===== src/rtl/food.sv =====
// Food-cell position generator for the snake game: a free-running 16-bit LFSR is sampled on
// each rising edge of food_eaten. Optional macro FOOD_NO_REPEAT_EN retries until the cell moves.
module food #(
    parameter int unsigned SCREEN_W     = 640,
    parameter int unsigned SCREEN_H     = 480,
    parameter int unsigned SEGMENT_SIZE = 10,
    parameter logic [15:0] LFSR_SEED    = 16'hACE1,
    parameter int unsigned INIT_X       = 320,
    parameter int unsigned INIT_Y       = 240
) (
    input  logic       clk,
    input  logic       reset,
    input  logic       food_eaten,
    output logic [9:0] food_x,
    output logic [9:0] food_y
);

    localparam int unsigned NCOL     = SCREEN_W / SEGMENT_SIZE;
    localparam int unsigned NROW     = SCREEN_H / SEGMENT_SIZE;
    localparam logic [6:0]  NColL    = 7'(NCOL);
    localparam logic [6:0]  NRowL    = 7'(NROW);
    // A 6-bit source never needs more subtractions than this to drop below the grid size.
    localparam int          ColFolds = 64 / NCOL;
    localparam int          RowFolds = 64 / NROW;

    logic [15:0] lfsr_q, lfsr_d;
    logic        eaten_q;
    logic        armed_q, armed_d;
    logic [9:0]  x_q, x_d;
    logic [9:0]  y_q, y_d;
    logic [6:0]  col, row;
    logic [9:0]  cand_x, cand_y;
    logic        update;

    function automatic logic [9:0] to_pixel(input logic [6:0] n);
        logic [9:0] w;
        w = {3'b000, n};
        if (SEGMENT_SIZE == 10) begin
            return (w << 3) + (w << 1);
        end
        return 10'(w * SEGMENT_SIZE);
    endfunction

    always_comb begin
        lfsr_d = {lfsr_q[14:0], lfsr_q[15] ^ lfsr_q[13] ^ lfsr_q[12] ^ lfsr_q[10]};
        if (lfsr_d == 16'h0000) begin
            lfsr_d = 16'h0001;
        end
    end

    always_comb begin
        col = {1'b0, lfsr_q[5:0]};
        for (int i = 0; i < ColFolds; i++) begin
            if (col >= NColL) begin
                col = col - NColL;
            end
        end
    end

    always_comb begin
        row = {1'b0, lfsr_q[13:8]};
        for (int i = 0; i < RowFolds; i++) begin
            if (row >= NRowL) begin
                row = row - NRowL;
            end
        end
    end

    assign cand_x = to_pixel(col);
    assign cand_y = to_pixel(row);

    // armed_q blocks a level that was already high when reset released from counting as an edge.
    assign update  = food_eaten & ~eaten_q & armed_q;
    assign armed_d = armed_q | ~food_eaten;

`ifdef FOOD_NO_REPEAT_EN
    logic pending_q, pending_d;

    always_comb begin
        x_d       = x_q;
        y_d       = y_q;
        pending_d = pending_q;
        if (update || pending_q) begin
            if (cand_x == x_q && cand_y == y_q) begin
                pending_d = 1'b1;
            end else begin
                x_d       = cand_x;
                y_d       = cand_y;
                pending_d = 1'b0;
            end
        end
    end

    always_ff @(posedge clk or posedge reset) begin
        if (reset) begin
            pending_q <= 1'b0;
        end else begin
            pending_q <= pending_d;
        end
    end
`else
    always_comb begin
        x_d = x_q;
        y_d = y_q;
        if (update) begin
            x_d = cand_x;
            y_d = cand_y;
        end
    end
`endif

    always_ff @(posedge clk or posedge reset) begin
        if (reset) begin
            lfsr_q  <= LFSR_SEED;
            eaten_q <= 1'b0;
            armed_q <= 1'b0;
            x_q     <= 10'(INIT_X);
            y_q     <= 10'(INIT_Y);
        end else begin
            lfsr_q  <= lfsr_d;
            eaten_q <= food_eaten;
            armed_q <= armed_d;
            x_q     <= x_d;
            y_q     <= y_d;
        end
    end

    assign food_x = x_q;
    assign food_y = y_q;

endmodule


===== config.mk =====
export PLATFORM = sky130hd
export DESIGN_NAME = food
export DESIGN_NICKNAME = d
export VERILOG_FILES = /design/src/rtl/food.sv
export SDC_FILE = /design/constraint.sdc
export NUM_CORES = 1
export LEC_CHECK = 0
export CAP_MARGIN = 20
export CORE_ASPECT_RATIO = 1.1
export CORE_MARGIN = 1
export CORE_UTILIZATION = 40
export CTS_CLUSTER_SIZE = 8
export DETAILED_ROUTE_END_ITERATION = 8
export HOLD_SLACK_MARGIN = 0.08
export PLACE_DENSITY = 0.66
export SETUP_SLACK_MARGIN = 0.3
export SKIP_CTS_REPAIR_TIMING = 1
export SLEW_MARGIN = 20
export SYNTH_ARGS = -nofsm -noshare
export SYNTH_HDL_FRONTEND = slang
export SYNTH_SLANG_ARGS = --single-unit

===== constraint.sdc =====
create_clock -name clk -period 1.9 [get_ports clk]
set_input_delay 0.38 -clock clk [delete_from_list [all_inputs] [get_ports clk]]
set_output_delay 0.38 -clock clk [all_outputs]
set_load 0.02 [all_outputs]

=== Word level (Yosys, flattened, before mapping) ===
Cells that the tools add are included.

* Register bits after elaboration: 38
* Output and inout port bits: 20
* Word-level logic and storage cells: 20

* Add/sub/neg operators: 3
* Muxes and demuxes: 2
* $lt $le $gt $ge: 1
* Bitwise logic cells: 8
* Reductions and logical operators: 1

{| class="wikitable"
|+ Operators by type and width
! operator !! count
|-
| logical NOT 16 bit || 1
|-
| two-way mux 16 bit || 1
|-
| adder 10 x 8 -> 10 bit || 1
|-
| adder 9 x 7 -> 10 bit || 1
|-
| two-way mux 7 bit || 1
|-
| subtractor 6 x 6 -> 7 bit (second input constant) || 1
|-
| greater-or-equal comparator 6 bit (second input constant) || 1
|-
| bitwise XOR 1 bit || 3
|-
| bitwise AND 1 bit || 2
|-
| NOT 1 bit || 2
|-
| OR 1 bit || 1
|}

=== Longest topological paths before layout ===
Gate-level depths: netlist (run 1).

* Depth after elaboration: 5
* Mapped depth: 7

=== Least setup slack after synthesis (run 1) ===
OpenSTA, ideal clock, no wires.

* Kind: reg2reg
* Start: register lfsr_q[0]
* End: register x_q[7], in the netlist food_x[7]
* Data arrival time: 1.770 ns
* Clock period less this slack: 1.895 ns
* Stages on the path, launching flop included: 8
* Data required time: 1.775 ns
* Slack: 0.005 ns
* Path through: dfstp_2 -> ha_1 -> inv_1 -> fa_1 -> nand2b_1 -> a21oi_1 -> xor2_1 -> mux2_2

* Longest elaborated chain between the ends: 1

{| class="wikitable"
|+ RTL lines
! item !! line !! text
|-
| start, declared || 26 || <nowiki>logic [15:0] lfsr_q, lfsr_d;</nowiki>
|-
| start signal, assigned || 120 || <nowiki>lfsr_q <= lfsr_d;</nowiki>
|-
| adder 9 x 7 -> 10 bit || 39 || <nowiki>return (w << 3) + (w << 1);</nowiki>
|-
| end signal, assigned || 117 || <nowiki>x_q <= 10'(INIT_X);</nowiki>
|-
| end, declared || 29 || <nowiki>logic [9:0] x_q, x_d;</nowiki>
|}

No other way between the ends.
A chain may end at the register's enable or synchronous reset.

=== Final worst setup path (run 1) ===
Ends and elaborated chain as after synthesis.

==> metrics.md, run 1 <==
| Metric | Value |
|---|---|
| Top-count cell post-synth | dfrtp_1 |
| M1 wire length | 1190 um |
| Leakage | 0.00110 uW |
| Vias in the first global route | 1006 |
| Clock Sinks | 36 |
| I/O pins | 23 |
| Die Ht | 69.7 um |
| Worst path slowest cell | dfstp_2 |
| Initial detailed-routing violation count | 23 |
| Worst hold path class | flip-flop to flip-flop |
| Period utilization | 0.958 |
| Dpl cells | around 200 |
| Initial Util | 0.420 |
| PortBufs | 20 |
| Met2 wire len | 1460 um |
| Seq/Total Area, Yosys | 0.551 |
| Final ANT Viol Nets | 0 |
| Antenna violations before repair | 0 |
| WP data arrival | 2.00 ns |
| Fin. Hold Viols | 0 |
| Worst reg-to-reg path cell count | 7 |
| Crit. End Element | flip-flop |
| Via density | approximately 4.7 |
| Max Slew Vio Count | 0 |
| Wire length per cell | 13.2 um |
| WS Path Type | flip-flop to flip-flop |
| GR Overflow Total | 0 |
| Worst setup SP type | flip-flop |
| CP peak stage delay | around 0.55 ns |
| Post-DP HPWL | 1910 um |
| Fin nets | 175 |
| Yosys warns | 0 |
| Diodes inserted | 0 |
| Final wirelength | 2840 um |
| Max Cap Violations | 0 |
| Synthesized flop and latch total | 36 |
| Setup repair after global routing missed its margin | true |
| Core Box Area | 3960 um2 |
| Primary FF master, synth | dfrtp_1 |
| GRT Total Usage | 0.142 |
| Post-synth ARST share | 1.00 |
| Root buffer cell | clkbuf_8 |
| CP Max Fanout | 2 |
| H-tree levels | 2 |
| First-pass GRT wire length | 4660 um |
| Die X-Extent | about 64 um |
| Setup TNS | 0 ns |
| Number of setup violations in the final report | 0 |
| Worst EP required | 2.08 ns |
| GP Congestion | around 0.84 |
| TritonRoute pass-1 iters | 4 |
| Met3 Routed Length | 135 um |
| DRC viols | 0 |
| Area of the mapped netlist | 1670 um2 |
| Clock-pin transition on the worst setup and hold timing paths | 0.07 ns |
| EDFF count, synth | 0 |
| Max VDD drop | 0.415 mV |
| Crit path time final | 1.82 ns |
| Synth top area share | 0.331 |
| Die area | 4430 um2 |
| PD cells | 752 nW/um2 |
| Synth area leaders | dfrtp_1 (33%), dfstp_2 (22%), ha_1 (6.0%), clkbuf_1 (3.6%), mux2_2 (3.4%) |
| Via count | 1020 |
| Status | finished clean |
| Layout cells sized above 1 | 0.301 |
| Commonest cells in the netlist | dfrtp_1 (22), clkbuf_1 (16), dfstp_2 (14), nand2_1 (12), nor2_1 (9) |
| WHS Path Cells | 0 |
| Clock skew | 0.00605 ns |
| Syn avg cell area | 11.4 um2 |
| Largest buffer count on any clock path | 2 |
| Synthesized netlist cell count | about 150 |
| Area growth from synthesis to layout | 26.4% |
| CTS tree | done |
| Finished Layout Cells | approximately 220 |
| Rows | 24 |
| CTS buffer count | 5 |
| Area leader, netlist | dfrtp_1 |
| Uppermost layer routed | met4 |
| Largest net degree at the start of global routing | 37 |
| Unique cell type count in the Yosys netlist | 34 |
| Worst-Skew Late Latency | 0.29 ns |
| Final hold slack | 0.373 ns |
| Crit-path cells | ha_4, inv_2, fa_2, nand2b_4, a21oi_4, xor2_1, mux2_4 |
| Fmax achieved | about 550 MHz |
-- report_power, final --
part	switching, uW	internal, uW
clock network	261	295
registers	17.8	816
logic	106	87.9
total	384	1200
-- cell type report --
type / instances / area [um2]
clock buffers: 8 / 90.1
inverters: 7 / 26.3
flip-flops and latches: 36 / 918
fillers: 340 / 1860
well taps: 52 / 65.1
repair buffers: 28 / 305
multi-input cells: 84 / 701
-- sequential cells by signal, indices dropped and copies added, names as in the netlist --
| signal | cells |
|---|---|
| food_y | 9 |
| food_x | 9 |
| lfsr_q | 16 |
| eaten_q | 1 |
| armed_q | 1 |
-- final timing paths --
| path | slack [ns] | from | endpoint |
|---|---|---|---|
| max in group asynchronous | 1.08 | reset | lfsr_q[11] |
| setup reg to reg | 0.08 | lfsr_q[0] | food_x[7] |
| setup / recovery | 0.08 | lfsr_q[0] | food_x[7] |
| hold / removal | 0.37 | lfsr_q[6] | lfsr_q[7] |
| hold reg to reg | 0.37 | lfsr_q[6] | lfsr_q[7] |
| min in group asynchronous | 0.48 | reset | food_x[9] |
-- kinds of logic (layout without fill, tap and decap cells) --
group / after synthesis / count (layout) / synth area share
and+or+nand+nor: 41 / 41 / 0.147
DFF: 36 / 36 / 0.551
buffers and inverters: 27 / 43 / 0.0706
AOI/OAI and AO/OA: 17 / 17 / 0.0624
adders and majority gates: 10 / 10 / 0.0842
xor gates and xnor gates: 7 / 7 / 0.0368
muxes: 7 / 7 / 0.0458
other: 1 / 2 / 0.00225
-- per-stage QoR --
stage / instance area (um2) / power (uW) / setup slack, ns / utilization
global placement: 1910 / 1050 / 0.0768 / 0.482
finish: 2110 / 1580 / 0.0792 / 0.531
CTS: 2000 / 1610 / 0.0177 / 0.505
detailed placement: 1910 / 1050 / 0.0210 / 0.482
global route: 2110 / 1650 / 0.0429 / 0.531
floorplan: 1720 / 961 / 0.113 / -
-- critical path, delay by kind of cell (launching register included) --
| kind | cells | cell delay, ns |
|---|---|---|
| AOI/OAI and AO/OA | 1 | 0.13 |
| xor gates and xnor gates | 1 | 0.08 |
| adders and majority gates | 2 | 0.48 |
| buffers and inverters | 1 | 0.04 |
| DFF | 1 | 0.55 |
| muxes | 1 | 0.27 |
| and+or+nand+nor | 1 | 0.16 |
-- metal layers --
metal  vias up  track usage
li1        497            -
met1       495        0.168
met2        21        0.227
met3         7       0.0493
met4         0       0.0682
met5         -            0
-- cell usage in the layout, fill, tap and decap left out, types with 2 or more instances in the layout --
cell	instances
buf_4	8
o21ai_0	7
clkdlybuf4s50_1	2
ha_1	6
dfrtp_1	22
conb_1	2
a21oi_2	2
inv_1	6
dlymetal6s2s_1	18
nor3_1	2
dfstp_2	14
xor2_1	5
nor3b_1	3
nand2b_4	2
nor2_1	9
clkbuf_1	2
mux2_2	4
nor4_1	3
nor2b_4	2
nand2b_1	2
fa_2	2
nand2_1	12
clkbuf_8	6
ha_4	2
mux2i_1	2
xnor2_1	2
(Power assumes the default switching activity.)
==> inputs of run 2 (changes only) <==
- CORE_UTILIZATION: 40 -> 48
- PLACE_DENSITY: 0.66 -> 0.76
==> run 2 against run 1 <==
Clock skew shrank 0.0028 ns. Clock-buffer cell count shrank 3. Flip-flop and latch count is the same. Clock power shrank 3%. Via count shrank 1.1%. Sequential power is essentially flat. Core utilization grew 9.4 points. Register-to-register slack lost 0.05 ns. Worst hold slack gained 0.0037 ns. Critical endpoint unchanged. Largest cell class unchanged.
==> metrics.md, run 2 (synthesis gave the netlist of run 1 again) <==
| Metric | Value |
|---|---|
| Max FFs per register | 16 (unchanged) |
| WS Path Type | flip-flop to flip-flop (unchanged) |
| GR Overflow Total | 0 (unchanged) |
| Dpl ws | 0.0394 ns (was 0.0210 ns) |
| Via count | 1009 (was 1020) |
| Fin. Hold Viols | 0 (unchanged) |
| Hold Path End | lfsr_q[7] (unchanged) |
| Crit. End Element | flip-flop (unchanged) |
| Layout cells sized above 1 | 0.313 (was 0.301) |
| Fin nets | 172 (was 175) |
| GP Congestion | 0.779 (was 0.835) |
| Crit-path cells | ha_4, inv_2, fa_2, nand2b_4, a21oi_4, xor2_1, mux2_4 (unchanged) |
| CTS tree | done (unchanged) |
| Post-DP HPWL | 1820 um (was 1910 um) |
| R2r setup slk | 0.03 ns (was 0.08 ns) |
| Core Box Area | 3330 um2 (was 3960 um2) |
| Antenna violations before repair | 0 (unchanged) |
| CP Max Fanout | 4 (was 2) |
| Clock Sinks | 36 (unchanged) |
| Max VDD drop | 0.479 mV (was 0.415 mV) |
| Diodes inserted | 0 (unchanged) |
| Worst hold path class | flip-flop to flip-flop (unchanged) |
| Worst setup SP type | flip-flop (unchanged) |
| Fmax achieved | 536 MHz (was 549 MHz) |
| Vias in the first global route | 1055 (was 1006) |
| CP peak stage delay | 0.59 ns (was 0.55 ns) |
| Initial detailed-routing violation count | 23 (unchanged) |
| WP data arrival | 2.10 ns (was 2.00 ns) |
| Setup repair after global routing missed its margin | true (unchanged) |
| Final wirelength | 2760 um (was 2840 um) |
| Rows | 22 (was 24) |
| GRT Total Usage | 0.179 (was 0.142) |
| Worst-Skew Late Latency | 0.34 ns (was 0.29 ns) |
| Period utilization | 0.982 (was 0.958) |
| Die area | 3710 um2 (was 4430 um2) |
| Initial Util | 0.500 (was 0.420) |
| Worst Setup Slack, final | 0.0341 ns (was 0.0792 ns) |
| DRC viols | 0 (unchanged) |
| Via density | 4.85 (was 4.74) |
| Crit path time final | 1.87 ns (was 1.82 ns) |
| PD cells | 752 nW/um2 (about the same) |
| Die Ht | 63.8 um (was 69.7 um) |
| Root buffer cell | clkbuf_4 (was clkbuf_8) |
| Max Slew Vio Count | 0 (unchanged) |
| Final ANT Viol Nets | 0 (unchanged) |
| Worst EP required | 2.14 ns (was 2.08 ns) |
| I/O pins | 23 (unchanged) |
| Crit-path leading delay family | flip-flops (unchanged) |
| Commonest cells after routing, fill and taps aside | dfrtp_1 (22), dlymetal6s2s_1 (18), dfstp_2 (14), nand2_1 (12), nor2_1 (9) (unchanged) |
| Status | finished clean (unchanged) |
| Area growth from synthesis to layout | 25.1% (was 26.4%) |
| Largest net degree at the start of global routing | 37 (unchanged) |
| Critical R2R Capture | food_x[7] (unchanged) |
| Worst reg-to-reg path cell count | 7 (unchanged) |
| Worst path slowest cell | dfstp_2 (unchanged) |
| Largest buffer count on any clock path | 2 (unchanged) |
| Wire length per cell | 13.3 um (was 13.2 um) |
| Clock skew | 0.00325 ns (was 0.00605 ns) |
| Number of setup violations in the final report | 0 (unchanged) |
| H-tree levels | 2 (unchanged) |
| Leading cell type in the layout, fill and taps excluded | dfrtp_1 (unchanged) |
| Post-route total power | 1570 uW (was 1580 uW) |
| CP Buf/Inv Count | 1 (unchanged) |
| PortBufs | 20 (unchanged) |
| CTS buffer count | 5 (unchanged) |
| First-pass GRT wire length | 4860 um (was 4660 um) |
| Reg with most FFs | lfsr_q (unchanged) |
| Die X-Extent | 58.2 um (was 63.5 um) |
| Max Cap Violations | 0 (unchanged) |
| Leakage | 0.00109 uW (was 0.00110 uW) |
| Start of the worst register-to-register path | lfsr_q[0] (unchanged) |
| WHS Path Cells | 0 (unchanged) |
| Final hold slack | 0.377 ns (was 0.373 ns) |
| Min-delay src | lfsr_q[6] (unchanged) |
| TritonRoute pass-1 iters | 4 (unchanged) |
| Clock-pin transition on the worst setup and hold timing paths | 0.11 ns (was 0.07 ns) |
==> run 2: cell types whose count changed in the layout (fill, tap and decap cells not counted), sizes merged <==
| cell | change |
|---|---|
| clkbuf | -3 |
| clkinv | +1 |
| clkinvlp | +1 |
| buf | -3 |
| bufinv | +1 |
==> run 2: final cells by class <==
| type | instances | area [um2] |
|---|---|---|
| fillers | 256 | 1250 |
| flip-flops and latches | 36 | 918 |
| multi-input cells | 84 | 716 |
| repair buffers | 25 | 283 |
| well taps | 48 | 60.1 |
| clock inverters | 3 | 42.5 |
| clock buffers | 5 | 37.5 |
| inverters | 7 | 26.3 |
==> run 2: routing by layer <==
layer	global-route usage	wire, um	vias up
met2	0.283	1350	21
met1	0.227	1250	488
met4	0.0833	43	0
met3	0.0486	112	5
met5	0	0	-
li1	-	-	495
==> run 2: how the worst max path moves through the flow <==
| stage | from | end | slack, ns | cells after the start |
|---|---|---|---|---|
| 2_1_floorplan | lfsr_q[0] | food_x[7] | 0.11 | 7 |
| 3_3_place_gp | lfsr_q[0] | food_x[7] | 0.08 | 7 |
| 3_5_place_dp | lfsr_q[0] | food_x[7] | 0.04 | 7 |
| 4_1_cts | food_y[7] | food_y[7] | 0.005 | 1 |
| 5_1_grt | lfsr_q[0] | food_x[7] | -0.04 | 7 |
| 6_report | lfsr_q[0] | food_x[7] | 0.03 | 7 |
==> run 2: power by group <==
part	internal [uW]	switching [uW]	total (uW)
Combinational	86.5	107	194
Clock	274	266	540
Sequential	815	18.5	834
==> run 2: stage by stage <==
stage	setup TNS, ns	utilization	std cells	instance area, um2
2_1_floorplan	0	-	147	1720
3_5_place_dp	0	0.570	196	1900
4_1_cts	0	0.594	204	1980
6_report	0	0.625	208	2080
5_1_grt	-0.0389	0.625	208	2080
3_3_place_gp	0	0.570	196	1900
==> inputs of run 3 (changes only) <==
==> constraint.sdc (replaced) <==
create_clock -name clk -period 1.9 [get_ports clk]
set_input_delay 0.285 -clock clk [delete_from_list [all_inputs] [get_ports clk]]
set_output_delay 0.285 -clock clk [all_outputs]
set_load 0.02 [all_outputs]
==> run 3 against run 2 <==
Setup slack gained 0.076 ns. First-iteration DRC count is 100% higher. Sequential power hardly changed. Clock-buffer cell count up 2. Core utilization rose by 0.60 points. Global-route usage grew 0.89 points. Combinational power about the same. Via count up 1.6%. Largest cell class unchanged. Cell area increased by 0.96%. Critical path depth did not move. Maximum frequency increased by 4.3%.
==> metrics.md, run 3 (synthesis gave the netlist of run 1 again) <==
| Metric | Value |
|---|---|
| Largest net degree at the start of global routing | 37 (unchanged) |
| Max FFs per register | 16 (unchanged) |
| Final ANT Viol Nets | 0 (unchanged) |
| Max VDD drop | 0.519 mV (was 0.479 mV) |
| Post-DP HPWL | 1890 um (was 1820 um) |
| Die Ht | 63.8 um (unchanged) |
| Fin. Hold Viols | 0 (unchanged) |
| Layout cells sized above 1 | 0.315 (was 0.313) |
| Worst hold path class | input pin to async pin (was flip-flop to flip-flop) |
| Period utilization | 0.942 (was 0.982) |
| Vias in the first global route | 1106 (was 1055) |
| Setup repair after global routing missed its margin | true (unchanged) |
| Worst setup SP type | flip-flop (unchanged) |
| Worst EP required | 2.13 ns (was 2.14 ns) |
| Fin nets | 174 (was 172) |
| Max Slew Vio Count | 0 (unchanged) |
| WP data arrival | 2.02 ns (was 2.10 ns) |
| CTS tree | done (unchanged) |
| Crit. End Element | flip-flop (unchanged) |
| Final wirelength | 2880 um (was 2760 um) |
| PortBufs | 20 (unchanged) |
| Via density | 4.88 (was 4.85) |
| Max Cap Violations | 0 (unchanged) |
| Antenna violations before repair | 0 (unchanged) |
| Setup TNS | 0 ns (unchanged) |
| DRC viols | 0 (unchanged) |
| Clock-pin transition on the worst setup and hold timing paths | 0.12 ns (was 0.11 ns) |
| CTS buffer count | 5 (unchanged) |
| Clock Sinks | 36 (unchanged) |
| Worst path slowest cell | dfstp_2 (unchanged) |
| Die area | 3710 um2 (unchanged) |
| Worst-Skew Late Latency | 0.34 ns (about the same) |
| CP peak stage delay | 0.56 ns (was 0.59 ns) |
| Root buffer cell | clkbuf_4 (unchanged) |
| GRT Total Usage | 0.188 (was 0.179) |
| Diodes inserted | 0 (unchanged) |
| Leading cell type in the layout, fill and taps excluded | dfrtp_1 (unchanged) |
| WS Path Type | flip-flop to flip-flop (unchanged) |
| Final hold slack | 0.333 ns (was 0.377 ns) |
| Commonest cells after routing, fill and taps aside | dfrtp_1 (21), dlymetal6s2s_1 (17), dfstp_2 (14), nand2_1 (12), nor2_1 (9) (was dfrtp_1 (22), dlymetal6s2s_1 (18), dfstp_2 (14), nand2_1 (12), nor2_1 (9)) |
| Status | finished clean (unchanged) |
| Utilization after layout | 0.631 (was 0.625) |
| I/O pins | 23 (unchanged) |
| Clock skew | 0.0137 ns (was 0.00325 ns) |
| Reg with most FFs | lfsr_q (unchanged) |
| Worst reg-to-reg path cell count | 7 (unchanged) |
| First-pass GRT wire length | 5120 um (was 4860 um) |
| Via count | 1025 (was 1009) |
| Number of setup violations in the final report | 0 (unchanged) |
| Leakage | 0.00109 uW (about the same) |
| CP Max Fanout | 2 (was 4) |
| Die X-Extent | 58.2 um (unchanged) |
| PD cells | 773 nW/um2 (was 752 nW/um2) |
| Initial Util | 0.500 (unchanged) |
| H-tree levels | 2 (unchanged) |
| Crit-path cells | ha_4, inv_1, fa_2, nand2b_4, a21oi_4, xor2_1, mux2_2 (was ha_4, inv_2, fa_2, nand2b_4, a21oi_4, xor2_1, mux2_4) |
| Crit path time final | 1.79 ns (was 1.87 ns) |
| GP Congestion | 0.754 (was 0.779) |
| Largest buffer count on any clock path | 2 (unchanged) |
| Area growth from synthesis to layout | 26.3% (was 25.1%) |
| Initial detailed-routing violation count | 47 (was 23) |
| Fmax achieved | 559 MHz (was 536 MHz) |
| Core Box Area | 3330 um2 (unchanged) |
| Wire length per cell | 13.7 um (was 13.3 um) |
| TritonRoute pass-1 iters | 4 (unchanged) |
| Rows | 22 (unchanged) |
| GR Overflow Total | 0 (unchanged) |
==> run 3: changes by cell type in the layout (fill, tap and decap cells not counted), moves of 2 or more <==
cell and change:
buf_4 +2, clkbuf_8 +2, inv_1 +2, inv_2 -2
==> run 3: path summary, 6_finish.rpt <==
path | start | end | slack, ns
max | lfsr_q[0] | food_x[7] | 0.11
min | reset | food_x[4] | 0.33
max reg2reg | lfsr_q[0] | food_x[7] | 0.11
min reg2reg | lfsr_q[6] | lfsr_q[7] | 0.38
max in group asynchronous | reset | lfsr_q[7] | 1.21
min in group clk | lfsr_q[6] | lfsr_q[7] | 0.38
==> run 3: layout make-up <==
type / instances / area [um2]
Timing Repair Buffer: 27 / 295
Tap cell: 48 / 60.1
Clock inverter: 1 / 30.0
Sequential cell: 36 / 920
Fill cell: 256 / 1230
Clock buffer: 7 / 65.1
Multi-Input combinational cell: 84 / 707
Inverter: 7 / 26.3
==> run 3: stage by stage <==
stage	std cells	power, uW	cell area [um2]	worst slack (ns)
floorplan	147	961	1720	0.113
global placement	196	1050	1900	0.0800
detailed placement	196	1050	1900	0.0180
CTS	204	1660	1990	0.0131
global route	210	1710	2100	0.0317
finish	210	1630	2100	0.110
==> run 3: power breakdown <==
| group | switching [uW] | internal, uW | total (uW) |
|---|---|---|---|
| registers | 18.2 | 815 | 834 |
| logic | 107 | 85.8 | 193 |
| clock network | 251 | 349 | 600 |
==> run 3: critical path: cells and delay by family, from the launching register on <==
kind	cells	cell delay, ns
XOR/XNOR	1	0.08
adder cells (fa/ha/maj)	2	0.46
multiplexers	1	0.26
AND/OR/NAND/NOR	1	0.15
AO/OA/AOI/OAI	1	0.13
flip-flops	1	0.56
buffers and inverters	1	0.05
==> run 3: layer usage <==
metal	vias up	routed length [um]	track usage	part of all wire
li1	494	-	-	-
met1	492	1280	0.241	0.45
met2	29	1390	0.280	0.48
met3	10	106	0.0445	0.037
met4	0	99	0.125	0.034
met5	-	0	0	0
